--- src/rtl/uart_pkg.sv ---
// uart_pkg
//   Types, widths and helpers shared by the debug UART receive and
//   transmit paths.
//   rx_state_t    : bit-level receiver states
//   clks_per_bit  : integer clocks per bit period for a clock/baud pair
//   BIT_CNT_W     : width of the data-bit index and of the word byte count
//   DIV_W         : width of the bit-period divider (up to 65535 clocks/bit)
package uart_pkg;

   typedef enum logic [2:0] {
      IDLE,
      START,
      DATA,
      STOP,
      BREAK
   } rx_state_t;

   localparam int unsigned BIT_CNT_W = 3;
   localparam int unsigned DIV_W     = 16;

   function automatic int unsigned clks_per_bit(input int unsigned clk_freq,
                                                input int unsigned baud);
      return clk_freq / baud;
   endfunction

endpackage

--- src/rtl/uart_rx_byte.sv ---
// uart_rx_byte
//   8N1 byte receiver: 2-flop synchroniser, bit-period divider and bit FSM.
//   Ports:
//     clk_i       system clock
//     rst_ni      asynchronous active-low reset
//     rx_i        raw serial line, idle high, asynchronous to clk_i
//     byte_o      received data bits (valid while byte_ok_o is high)
//     byte_ok_o   1-cycle: stop bit sampled high in this cycle
//     byte_err_o  1-cycle: stop bit sampled low in this cycle
//     idle_o      receiver is waiting for a start bit
module uart_rx_byte
   import uart_pkg::*;
#(
   parameter int unsigned CLKS_PER_BIT = 868
) (
   input  logic       clk_i,
   input  logic       rst_ni,
   input  logic       rx_i,
   output logic [7:0] byte_o,
   output logic       byte_ok_o,
   output logic       byte_err_o,
   output logic       idle_o
);

   // Divider counts down to zero; a reload of N-1 expires N clocks later.
   localparam logic [DIV_W-1:0] FULL_RELOAD = DIV_W'(CLKS_PER_BIT - 1);
   localparam logic [DIV_W-1:0] HALF_RELOAD = DIV_W'(CLKS_PER_BIT / 2 - 1);

   rx_state_t            state_q;
   logic                 sync_q;
   logic                 rxs_q;
   logic [DIV_W-1:0]     div_q;
   logic [BIT_CNT_W-1:0] bit_q;
   logic [7:0]           shreg_q;
   logic                 expired;

   assign expired = (div_q == '0);

   always_ff @(posedge clk_i or negedge rst_ni) begin
      if (!rst_ni) begin
         sync_q  <= 1'b1;
         rxs_q   <= 1'b1;
         state_q <= IDLE;
         div_q   <= '0;
         bit_q   <= '0;
         shreg_q <= '0;
      end else begin
         sync_q <= rx_i;
         rxs_q  <= sync_q;
         unique case (state_q)
            IDLE: begin
               if (!rxs_q) begin
                  state_q <= START;
                  div_q   <= HALF_RELOAD;
               end
            end
            START: begin
               if (expired) begin
                  if (rxs_q) begin
                     state_q <= IDLE;
                  end else begin
                     state_q <= DATA;
                     div_q   <= FULL_RELOAD;
                     bit_q   <= '0;
                  end
               end else begin
                  div_q <= div_q - 1'b1;
               end
            end
            DATA: begin
               if (expired) begin
                  shreg_q <= {rxs_q, shreg_q[7:1]};
                  div_q   <= FULL_RELOAD;
                  if (bit_q == BIT_CNT_W'(7)) begin
                     state_q <= STOP;
                  end else begin
                     bit_q <= bit_q + 1'b1;
                  end
               end else begin
                  div_q <= div_q - 1'b1;
               end
            end
            STOP: begin
               if (expired) begin
                  state_q <= rxs_q ? IDLE : BREAK;
               end else begin
                  div_q <= div_q - 1'b1;
               end
            end
            BREAK: begin
               if (rxs_q) begin
                  state_q <= IDLE;
               end
            end
            default: state_q <= IDLE;
         endcase
      end
   end

   // Strobes are decoded at the stop-sample edge so the word assembler
   // can register its outputs on that same edge.
   assign byte_o     = shreg_q;
   assign byte_ok_o  = (state_q == STOP) && expired && rxs_q;
   assign byte_err_o = (state_q == STOP) && expired && !rxs_q;
   assign idle_o     = (state_q == IDLE);

endmodule

--- src/rtl/uart_rx_word.sv ---
// uart_rx_word
//   Debug UART receive path: 8N1 bytes from rx_pin_in are packed into
//   BYTES-byte words for the host-to-memory load path.
//   Ports:
//     clk          system clock
//     rst_n        asynchronous active-low reset
//     rx_pin_in    serial line, idle high, asynchronous
//     rx_data      last good byte
//     rx_valid     1-cycle strobe: rx_data updated
//     mdata        last complete word, first byte received in [7:0]
//     mdata_valid  1-cycle strobe: mdata updated (coincides with rx_valid)
//     frame_err    1-cycle strobe: stop bit sampled low
//     byte_cnt     bytes held in the partial word
module uart_rx_word
   import uart_pkg::*;
#(
   parameter int unsigned CLK_FREQ     = 100_000_000,
   parameter int unsigned BAUD         = 115200,
   parameter int unsigned BYTES        = 8,
   parameter int unsigned TIMEOUT_BITS = 32
) (
   input  logic                 clk,
   input  logic                 rst_n,
   input  logic                 rx_pin_in,
   output logic [7:0]           rx_data,
   output logic                 rx_valid,
   output logic [8*BYTES-1:0]   mdata,
   output logic                 mdata_valid,
   output logic                 frame_err,
   output logic [2:0]           byte_cnt
);

   localparam int unsigned CPB       = clks_per_bit(CLK_FREQ, BAUD);
   localparam int unsigned GAP_LIMIT = TIMEOUT_BITS * CPB;
   localparam int unsigned GAP_W     = $clog2(GAP_LIMIT + 1);

   logic [7:0]           rx_byte;
   logic                 byte_ok;
   logic                 byte_err;
   logic                 idle;

   logic [7:0]           rx_data_q;
   logic                 rx_valid_q;
   logic [8*BYTES-1:0]   mdata_q;
   logic                 mdata_valid_q;
   logic                 frame_err_q;
   logic [BIT_CNT_W-1:0] byte_cnt_q;
   logic [8*BYTES-1:0]   word_q;
   logic [8*BYTES-1:0]   word_d;
   logic [GAP_W-1:0]     gap_q;
   logic                 last_byte;
   logic                 timeout;

   uart_rx_byte #(
      .CLKS_PER_BIT(CPB)
   ) u_rx_byte (
      .clk_i      (clk),
      .rst_ni     (rst_n),
      .rx_i       (rx_pin_in),
      .byte_o     (rx_byte),
      .byte_ok_o  (byte_ok),
      .byte_err_o (byte_err),
      .idle_o     (idle)
   );

   assign last_byte = (byte_cnt_q == BIT_CNT_W'(BYTES - 1));
   // Gap counter saturates, so a stale partial word is dropped exactly once.
   assign timeout   = idle && (gap_q == GAP_W'(GAP_LIMIT)) && (byte_cnt_q != '0);

   always_comb begin
      word_d = word_q;
      word_d[{byte_cnt_q, 3'b000} +: 8] = rx_byte;
   end

   always_ff @(posedge clk or negedge rst_n) begin
      if (!rst_n) begin
         rx_data_q     <= '0;
         rx_valid_q    <= 1'b0;
         mdata_q       <= '0;
         mdata_valid_q <= 1'b0;
         frame_err_q   <= 1'b0;
         byte_cnt_q    <= '0;
         word_q        <= '0;
         gap_q         <= '0;
      end else begin
         rx_valid_q    <= 1'b0;
         mdata_valid_q <= 1'b0;
         frame_err_q   <= byte_err;

         if (byte_ok) begin
            rx_data_q  <= rx_byte;
            rx_valid_q <= 1'b1;
            if (last_byte) begin
               mdata_q       <= word_d;
               mdata_valid_q <= 1'b1;
               word_q        <= '0;
               byte_cnt_q    <= '0;
            end else begin
               word_q     <= word_d;
               byte_cnt_q <= byte_cnt_q + 1'b1;
            end
         end else if (timeout) begin
            word_q     <= '0;
            byte_cnt_q <= '0;
         end

         if (!idle) begin
            gap_q <= '0;
         end else if (gap_q != GAP_W'(GAP_LIMIT)) begin
            gap_q <= gap_q + 1'b1;
         end
      end
   end

   assign rx_data     = rx_data_q;
   assign rx_valid    = rx_valid_q;
   assign mdata       = mdata_q;
   assign mdata_valid = mdata_valid_q;
   assign frame_err   = frame_err_q;
   assign byte_cnt    = byte_cnt_q;

endmodule

--- config.mk ---
export PLATFORM = sky130hd
export DESIGN_NAME = uart_rx_word
export DESIGN_NICKNAME = d
export VERILOG_FILES = /design/src/rtl/uart_pkg.sv /design/src/rtl/uart_rx_byte.sv /design/src/rtl/uart_rx_word.sv
export SDC_FILE = /design/constraint.sdc
export NUM_CORES = 1
export LEC_CHECK = 0
export BUFFER_PORTS_ARGS = -buffer_cell sky130_fd_sc_hd__buf_2
export CORE_ASPECT_RATIO = 0.5
export CORE_MARGIN = 10
export CORE_UTILIZATION = 40
export CTS_BUF_LIST = sky130_fd_sc_hd__clkbuf_2 sky130_fd_sc_hd__clkbuf_4 sky130_fd_sc_hd__clkbuf_8
export DETAILED_ROUTE_END_ITERATION = 8
export GPL_TIMING_DRIVEN = 0
export PLACE_DENSITY_LB_ADDON = 0.08
export RECOVER_POWER = 100
export SLEW_MARGIN = 15
export SYNTH_ARGS = -nofsm -noshare
export SYNTH_HDL_FRONTEND = slang
export SYNTH_SLANG_ARGS = --single-unit
--- constraint.sdc ---
create_clock -name clk -period 3.1 [get_ports clk]
set_clock_uncertainty 0.2 [all_clocks]
set_input_delay 0.62 -clock clk [delete_from_list [all_inputs] [get_ports clk]]
set_output_delay 0.62 -clock clk [all_outputs]
set_load 0.02 [all_outputs]
==> results.json, run 1 <==
{
  "drt-initial-drc-count": 428,
  "cap_violations": 0,
  "synth_enable_flop_cells": 0,
  "hp-class": "register to register",
  "crit_top_cell": "or4_4",
  "synthAdderAreaFrac_pct": 1.48,
  "layout-drive-gt1-share_pct": 12.4,
  "internal_power_mw": 3.37,
  "final_common_cell": "dfrtp_1",
  "max_freq_mhz": 327,
  "area_growth_pct": 15.9,
  "rrSetupSlack_ns": 0.04,
  "synthTopCellsByArea": "dfrtp_1 56%, mux2i_1 7.7%, a22o_1 6.9%",
  "synth_area_sq_um": 8430,
  "design_area_sq_um": 9770,
  "leakage_nw": 4.26,
  "max_stage_delay_ns": 0.58,
  "placed_area_sq_um": 9210,
  "ant_nets": 0,
  "cpLargestDelayFamily": "simple AND/OR/NAND/NOR gates",
  "first_global_vias": 6208,
  "cts_buffer_depth": 2,
  "arrival_ns": 3.29,
  "drc_errors": 0,
  "crit_path_end_kind": "register",
  "slew_viol_final": 0,
  "finalSetupViolCount": 0,
  "synth_top_area_share_pct": 55.5,
  "synthCells": 760,
  "drt-total-wl_microns": 23300,
  "fp.dieH_microns": 123,
  "synth_compound_area_share_pct": 15.8,
  "max_slew_margin_pct": 10.2,
  "rr_worst_depth": 7,
  "clkTransAtPathRegs_ns": 0.10,
  "critical_path_buf_inv_count": 2,
  "fillers": 2004,
  "post_drt_via_cell_ratio": 5.45,
  "synth_fp_nets": 773,
  "crit_start": "u_rx_byte.div_q[2]",
  "min_from": "u_rx_byte.sync_q",
  "num_vias": 6313,
  "root_buffer": "clkbuf_8",
  "layout.nets": 886,
  "antenna_found_initial": 0,
  "critical_path_class": "register to register",
  "cts_tree": "done",
  "worst_skew_pair.late_latency_ns": 0.49,
  "cp_max_fo": 8,
  "grt_max_degree": 96,
  "rsz0062_at_grt": "true",
  "hold_violations": 0,
  "worstReg2RegStart": "u_rx_byte.div_q[2]",
  "worstHoldPathCells": 0,
  "cts-htree-levels": 4,
  "start_util_pct": 40.9,
  "cpMaxStageDelayCell": "or4_4",
  "synth_area_leader_cell": "dfrtp_1",
  "critPathRequiredTime_ns": 3.33,
  "p_sw_share_pct": 22.8,
  "grt_pass1_wl_microns": 36200,
  "p_sw_mw": 0.992,
  "muxShareOfSynthArea_pct": 9.99,
  "layout.cells.non_filler": 1159,
  "ioPinCount": 81,
  "hold_path_end": "u_rx_byte.rxs_q",
  "cts-buffers-inserted": 17,
  "dr.pass1.iters": 5,
  "wl_per_cell_microns": 20.1,
  "rr_endpoint": "word_q[47]",
  "ys_types": 55,
  "async_flop_share_pct": 100,
  "synth-simple-area-share_pct": 11.7,
  "grt_overflow": 0,
  "synthFlopType": "dfrtp_1",
  "synth_area_per_cell_sq_um": 11.1,
  "post-route-min-period_ns": 3.06,
  "path_cells": "or4_4 > buf_6 > or4_4 > or3_4 > buf_12 > o21ai_4 > a22o_1",
  "post-route-period-util_pct": 98.8,
  "irDropWorstVdd_mv": 0.211,
  "yosysSeqAreaShare_pct": 56.2,
  "pwr-share-seq_pct": 56.6,
  "diodes": 0,
  "core_area_sq_um": 20600,
  "power_density_nw_per_um2": 446,
  "synthXorXnorAreaFrac_pct": 1.35,
  "combPwrFrac_pct": 1.3,
  "die-area_sq_um": 27600,
  "dp_hpwl_microns": 15000,
  "grt.total_usage_pct": 17.1,
  "numPortBuffers": 80,
  "synth_top_family_by_area": "compound AO/OA/AOI/OAI gates",
  "yosys_warnings": 0,
  "start_kind": "register",
  "status": "finished clean",
  "cts_sinks": 189,
  "synth-seq-cells": 189,
  "place_congestion": 0.792,
  "dp_cells": 1114,
  "final_cell_mix": "185 x dfrtp_1, 104 x clkbuf_1, 86 x nand2_1",
  "tightest_slew_ns": 1.35,
  "rows": 37,
  "pwr-share-clk_pct": 42.1,
  "die_w_microns": 225
}
==> registers in the layout, indices dropped and copies added (netlist names) <==
signal,flops
mdata_valid,1
u_rx_byte.div_q,16
u_rx_byte.bit_q,3
u_rx_byte.rxs_q,1
u_rx_byte.byte_o,8
rx_data,8
byte_cnt,3
frame_err,1
u_rx_byte.sync_q,1
u_rx_byte.state_q,3
mdata,64
rx_valid,1
word_q,64
gap_q,15
==> kinds of logic (layout without fill, tap and decap cells) <==
family,count (synthesis),count (layout)
AND/OR/NAND/NOR,203,204
flip-flops,189,189
multiplexers,82,82
AO/OA/AOI/OAI,190,190
XOR/XNOR,13,13
buffers and inverters,73,198
adder cells (fa/ha/maj),10,10
==> metrics by stage <==
stage | setup slack [ns] | TNS, ns | utilization (%) | total power [mW] | hold WS [ns]
after floorplan | 0.0455 | 0 | - | 2.52 | 0.124
after global placement | -2.03 | -416.57 | 44.5 | 2.57 | 0.148
after detailed placement | -0.538 | -38.56 | 44.7 | 2.58 | 0.151
after CTS | 0.00202 | 0 | 47.5 | 4.41 | 0.165
after global routing | -0.00943 | -0.0117 | 47.4 | 4.51 | 0.170
final | 0.0384 | 0 | 47.4 | 4.36 | 0.166
==> metal layers <==
metal  wire, microns  global-route usage (%)  vias to the layer above
met4             220                    4.57                        0
met1           11600                    24.0                     3224
met3             943                    4.52                       14
met5               0                       0                        -
li1                -                       -                     2944
met2           10500                    25.6                      131
==> Yosys cell counts (all sizes together), types with 7 or more instances <==
library cell and count:
clkbuf 36, nor2 43, nand2 86, ha 10, xnor2 8, inv 18
o21ai 78, a21oi 20, nand4 7, buf 19, mux2 17, a31oi 7
a22o 66, nand3 15, mux2i 65, dfrtp 187, nor3 11
==> timing repair <==
item                                   in CTS  in global routing
hold buffers                                2                  0
setup endpoints to repair                 154                 97
buffers inserted                            9                  4
pin swaps                                   9                 10
endpoints found under the hold margin      93                  0
gates cloned                                0                  2
resized for setup                          15                 16
==> power by group through the flow <==
stage / combinational, mW / sequential (mW) / clock [mW]
final: 0.0552 / 2.47 / 1.84
after global routing: 0.0669 / 2.47 / 1.97
after CTS: 0.0636 / 2.47 / 1.88
after detailed placement: 0.0615 / 2.52 / 0
after global placement: 0.0555 / 2.52 / 0
after floorplan: 0.00288 / 2.52 / 0
==> layout make-up <==
class                      count  area (sq um)  area share (%)
sequential                   189          4730            48.5
multi-input combinational    499          3450            35.3
timing repair buffer          97           498            5.10
tap                          273           342            3.50
clock buffer                  22           290            2.97
buffer                        51           233            2.38
clock inverter                10           150            1.54
inverter                      18          67.6           0.692
==> worst max-delay path by stage <==
stage	depth (start not counted)	slack [ns]	to
floorplan	11	0.05	word_q[49]
global placement	1	-2.03	mdata[40]
detailed placement	10	-0.54	mdata[60]
CTS	8	0.002	word_q[11]
global route	7	-0.009	word_q[47]
finish	7	0.04	word_q[47]
No activity file was read; power rests on OpenSTA's default activity.
==> run 2: changes to the inputs <==
MAX_ROUTING_LAYER = met4   (was unset)
==> results.json, run 2 (same netlist as run 1, synthesis figures left out) <==
{
  "cts_sinks": 189,
  "hold_path_end": "u_rx_byte.rxs_q",
  "worst_skew_pair.late_latency_ns": 0.49,
  "worstReg2RegStart": "u_rx_byte.div_q[2]",
  "status": "finished clean",
  "globalRouteMet3Util_pct": 3.95,
  "tightest_slew_ns": 1.37,
  "rr_worst_depth": 8,
  "leakage_nw": 4.25,
  "start_kind": "register",
  "numPortBuffers": 80,
  "critical_path_class": "register to register",
  "pre_cts_slack_ns": -0.538,
  "dp_hpwl_microns": 15000,
  "finalPower_mw": 4.36,
  "rsz0062_at_grt": "true",
  "place_congestion": 0.803,
  "drc_errors": 0,
  "dr.pass1.iters": 5,
  "rows": 37,
  "final_util_pct": 47.3,
  "grt_pass1_wl_microns": 36100,
  "grt.total_usage_pct": 17.6,
  "use_met2_pct": 25.7,
  "start_util_pct": 40.9,
  "finalSetupTns_ns": 0,
  "core_area_sq_um": 20600,
  "root_buffer": "clkbuf_8",
  "num_vias": 6286,
  "die_w_microns": 225,
  "cp_max_fo": 8,
  "max_slew_margin_pct": 8.78,
  "antenna_found_initial": 0,
  "grt_max_degree": 96,
  "grt_overflow": 0,
  "crit_path_end_kind": "register",
  "wl_per_cell_microns": 20.1,
  "arrival_ns": 3.22,
  "finalSetupViolCount": 0,
  "post-route-min-period_ns": 3.05,
  "layout.nets": 884,
  "ioPinCount": 81,
  "layout-drive-gt1-share_pct": 12.2,
  "final_cell_mix": "185 x dfrtp_1, 104 x clkbuf_1, 86 x nand2_1",
  "layout.cells.non_filler": 1158,
  "design_area_sq_um": 9740,
  "cts_tree": "done",
  "busiest_layer": "met2",
  "post-route-period-util_pct": 98.3,
  "cts-htree-levels": 4,
  "dp_cells": 1114,
  "rrSetupSlack_ns": 0.05,
  "worstHoldPathCells": 0,
  "holdWs_ns": 0.166,
  "clkTransAtPathRegs_ns": 0.10,
  "max_freq_mhz": 328,
  "hp-class": "register to register",
  "slew_viol_final": 0,
  "cap_violations": 0,
  "critPathRequiredTime_ns": 3.27,
  "drt-total-wl_microns": 23300,
  "placed_area_sq_um": 9210,
  "final_common_cell": "dfrtp_1",
  "finalWorstSetupSlack_ns": 0.0520,
  "rr_endpoint": "word_q[11]",
  "ant_nets": 0,
  "hold_violations": 0,
  "die-area_sq_um": 27600,
  "use_met1_pct": 24.3,
  "fp.dieH_microns": 123,
  "irDropWorstVdd_mv": 0.208,
  "min_from": "u_rx_byte.sync_q",
  "cts-buffers-inserted": 17,
  "area_growth_pct": 15.6,
  "first_global_vias": 6229,
  "post_drt_via_cell_ratio": 5.43,
  "cts_buffer_depth": 2,
  "power_density_nw_per_um2": 447,
  "drt-initial-drc-count": 420
}
==> run 2: cell count changes in the layout (fill, tap and decap cells not counted) <==
| cell | previous run | this run |
|---|---|---|
| diode_2 | 0 | 1 |
| buf_12 | 4 | 3 |
| buf_4 | 11 | 10 |
==> run 2: power breakdown <==
part           internal (mW)  leakage (nW)  switching [mW]
registers               2.47          2.61         0.00181
clock network          0.896         0.227           0.938
logic                0.00525          1.41          0.0503
==> run 2: cell type report <==
cell class	instances	area (sq um)
Multi-Input combinational cell	499	3450
Antenna cell	1	2.50
Timing Repair Buffer	95	470
Tap cell	273	342
Clock inverter	10	150
Inverter	18	67.6
Sequential cell	189	4730
Clock buffer	22	290
Buffer	51	233
Fill cell	2007	10900
==> run 2: worst max path at each step <==
| stage | start | endpoint | depth (start not counted) |
|---|---|---|---|
| after floorplan | byte_cnt[0] | word_q[49] | 11 |
| after global placement | rst_n | mdata[40] | 1 |
| after detailed placement | u_rx_byte.div_q[0] | mdata[60] | 10 |
| after CTS | u_rx_byte.div_q[2] | word_q[11] | 8 |
| after global routing | u_rx_byte.div_q[4] | word_q[56] | 7 |
| final | u_rx_byte.div_q[2] | word_q[11] | 8 |
==> run 2: critical path, stage by stage (launching register included) <==
cell     delay [ns]
dfrtp_2        0.44
or4_4          0.48
buf_6          0.15
or4_4          0.58
o32ai_1        0.36
buf_4          0.27
buf_12         0.13
o21ai_4        0.09
a22o_1         0.23
==> run 2: layer usage <==
| metal | part of all wire, % | vias up |
|---|---|---|
| li1 | - | 2935 |
| met1 | 50 | 3208 |
| met2 | 45 | 128 |
| met3 | 3.9 | 15 |
| met4 | 0.90 | 0 |
| met5 | 0 | - |
==> run 2: timing repair <==
action                     CTS  global route
gates resized for setup     15            16
hold endpoints to repair    93             0
buffers inserted             9             2
setup endpoints to repair  154            96
pin swaps                    9             6
gates cloned                 0             2
hold buffers                 2             0
==> run 3: changes to the inputs <==
CORE_ASPECT_RATIO = unset   (was 0.5)
==> results.json, run 3 (same netlist as run 1, synthesis figures left out) <==
{
  "finalPower_mw": 4.19,
  "leakage_nw": 4.19,
  "num_vias": 6268,
  "fp.dieH_microns": 165,
  "finalSetupViolCount": 0,
  "max_freq_mhz": 328,
  "rr_endpoint": "word_q[51]",
  "dp_hpwl_microns": 15000,
  "hold_violations": 0,
  "layout.nets": 880,
  "ioPinCount": 81,
  "diodes": 0,
  "layout-drive-gt1-share_pct": 11.6,
  "slew_viol_final": 84,
  "fillers": 1982,
  "numPortBuffers": 80,
  "drt-initial-drc-count": 401,
  "ant_nets": 0,
  "power_density_nw_per_um2": 435,
  "cp_max_fo": 10,
  "first_global_vias": 6355,
  "die-area_sq_um": 27300,
  "post_drt_via_cell_ratio": 5.43,
  "start_util_pct": 40.3,
  "root_buffer": "clkbuf_8",
  "rsz0062_at_grt": "true",
  "design_area_sq_um": 9640,
  "cts-htree-levels": 4,
  "dr.pass1.iters": 5,
  "worstHoldPathCells": 0,
  "rows": 53,
  "rr_worst_depth": 8,
  "post-route-period-util_pct": 98.4,
  "critical_path_class": "register to register",
  "arrival_ns": 3.26,
  "cts_buffer_depth": 2,
  "final_cell_mix": "186 x dfrtp_1, 106 x clkbuf_1, 86 x nand2_1",
  "final_common_cell": "dfrtp_1",
  "area_growth_pct": 14.3,
  "crit_path_end_kind": "register",
  "placed_area_sq_um": 9210,
  "start_kind": "register",
  "tightest_slew_ns": 1.86,
  "grt_overflow": 0,
  "layout.cells.non_filler": 1155,
  "status": "complete, but fails checks",
  "max_slew_margin_pct": -23.9,
  "post-route-min-period_ns": 3.05,
  "finalSetupTns_ns": 0,
  "drt-total-wl_microns": 22500,
  "final_util_pct": 46.1,
  "clkTransAtPathRegs_ns": 0.10,
  "drc_errors": 0,
  "worstReg2RegStart": "u_rx_byte.div_q[2]",
  "cts-buffers-inserted": 17,
  "worst_skew_pair.late_latency_ns": 0.48,
  "grt.total_usage_pct": 17.4,
  "cts_tree": "done",
  "cts_sinks": 189,
  "core_area_sq_um": 20900,
  "rrSetupSlack_ns": 0.05,
  "grt_max_degree": 107,
  "hold_path_end": "u_rx_byte.rxs_q",
  "irDropWorstVdd_mv": 0.245,
  "hp-class": "register to register",
  "violations": "max-capacitance violations, max-slew violations",
  "wl_per_cell_microns": 19.5,
  "antenna_found_initial": 0,
  "grt_pass1_wl_microns": 35800,
  "min_from": "u_rx_byte.sync_q",
  "die_w_microns": 165,
  "place_congestion": 0.852,
  "cap_violations": 1,
  "dp_cells": 1116,
  "critPathRequiredTime_ns": 3.31
}
## run 3: changes by cell type in the layout (fill, tap and decap cells not counted), moves of 2 or more
cell / before / now
buf_2: 7 / 5
bufinv_16: 3 / 1
clkbuf_1: 104 / 106
clkbuf_4: 4 / 2
clkbuf_8: 20 / 18
clkinv_4: 2 / 0
clkinvlp_4: 0 / 3
inv_6: 3 / 5
inv_8: 1 / 3
## run 3: per-layer routing
metal | GRT usage [%] | vias to the layer above | part of all wire (%) | routed length (microns)
li1 | - | 2930 | - | -
met1 | 23.8 | 3146 | 48 | 10700
met2 | 26.0 | 166 | 47 | 10500
met3 | 3.47 | 26 | 4.1 | 929
met4 | 4.39 | 0 | 1.5 | 331
met5 | - | - | 0 | 0
## run 3: power by group
group	internal, mW	total [mW]	switching [mW]
sequential	2.47	2.47	0.00151
clock	0.702	1.67	0.969
combinational	0.00639	0.0553	0.0489
## run 3: metrics by stage
step / hold slack [ns] / worst slack, ns
CTS: 0.00930 / 0.00733
finish: 0.170 / 0.0482
floorplan: 0.124 / 0.0455
detailed placement: 0.157 / -0.592
global route: 0.175 / -0.0314
global placement: 0.150 / -1.76
## run 3: cell type report
type | instances | area (sq um) | share of cell area (%)
Multi-Input combinational cell | 498 | 3430 | 35.6
Inverter | 18 | 67.6 | 0.701
Clock buffer | 19 | 255 | 2.65
Sequential cell | 189 | 4730 | 49.1
Buffer | 52 | 254 | 2.64
Clock inverter | 13 | 146 | 1.52
Tap cell | 275 | 344 | 3.57
Timing Repair Buffer | 91 | 403 | 4.18
## run 3: critical path, cell delays in order (launching register included)
cell and delay [ns]:
dfrtp_2 0.45, or4_4 0.49, buf_6 0.15, or4_4 0.54, or3_4 0.40, buf_12 0.16, buf_12 0.16, o21ai_4 0.27
a22o_1 0.18
## run 3: worst max path at each step
| stage | startpoint | endpoint | cells after the start |
|---|---|---|---|
| 2_1_floorplan | byte_cnt[0] | word_q[49] | 11 |
| 3_3_place_gp | rst_n | mdata[57] | 1 |
| 3_5_place_dp | u_rx_byte.div_q[0] | mdata[59] | 10 |
| 4_1_cts | u_rx_byte.div_q[2] | word_q[2] | 8 |
| 5_1_grt | u_rx_byte.div_q[4] | word_q[2] | 8 |
| 6_report | u_rx_byte.div_q[2] | word_q[51] | 8 |
## run 3: repair_timing
| item | 4_1_cts | 5_1_grt |
|---|---|---|
| setup endpoints to repair | 145 | 91 |
| setup buffers | 6 | 2 |
| resized for setup | 14 | 16 |
| pin swaps | 7 | 13 |
| hold buffers | 1 | 1 |
| hold endpoints to repair | 83 | 1 |
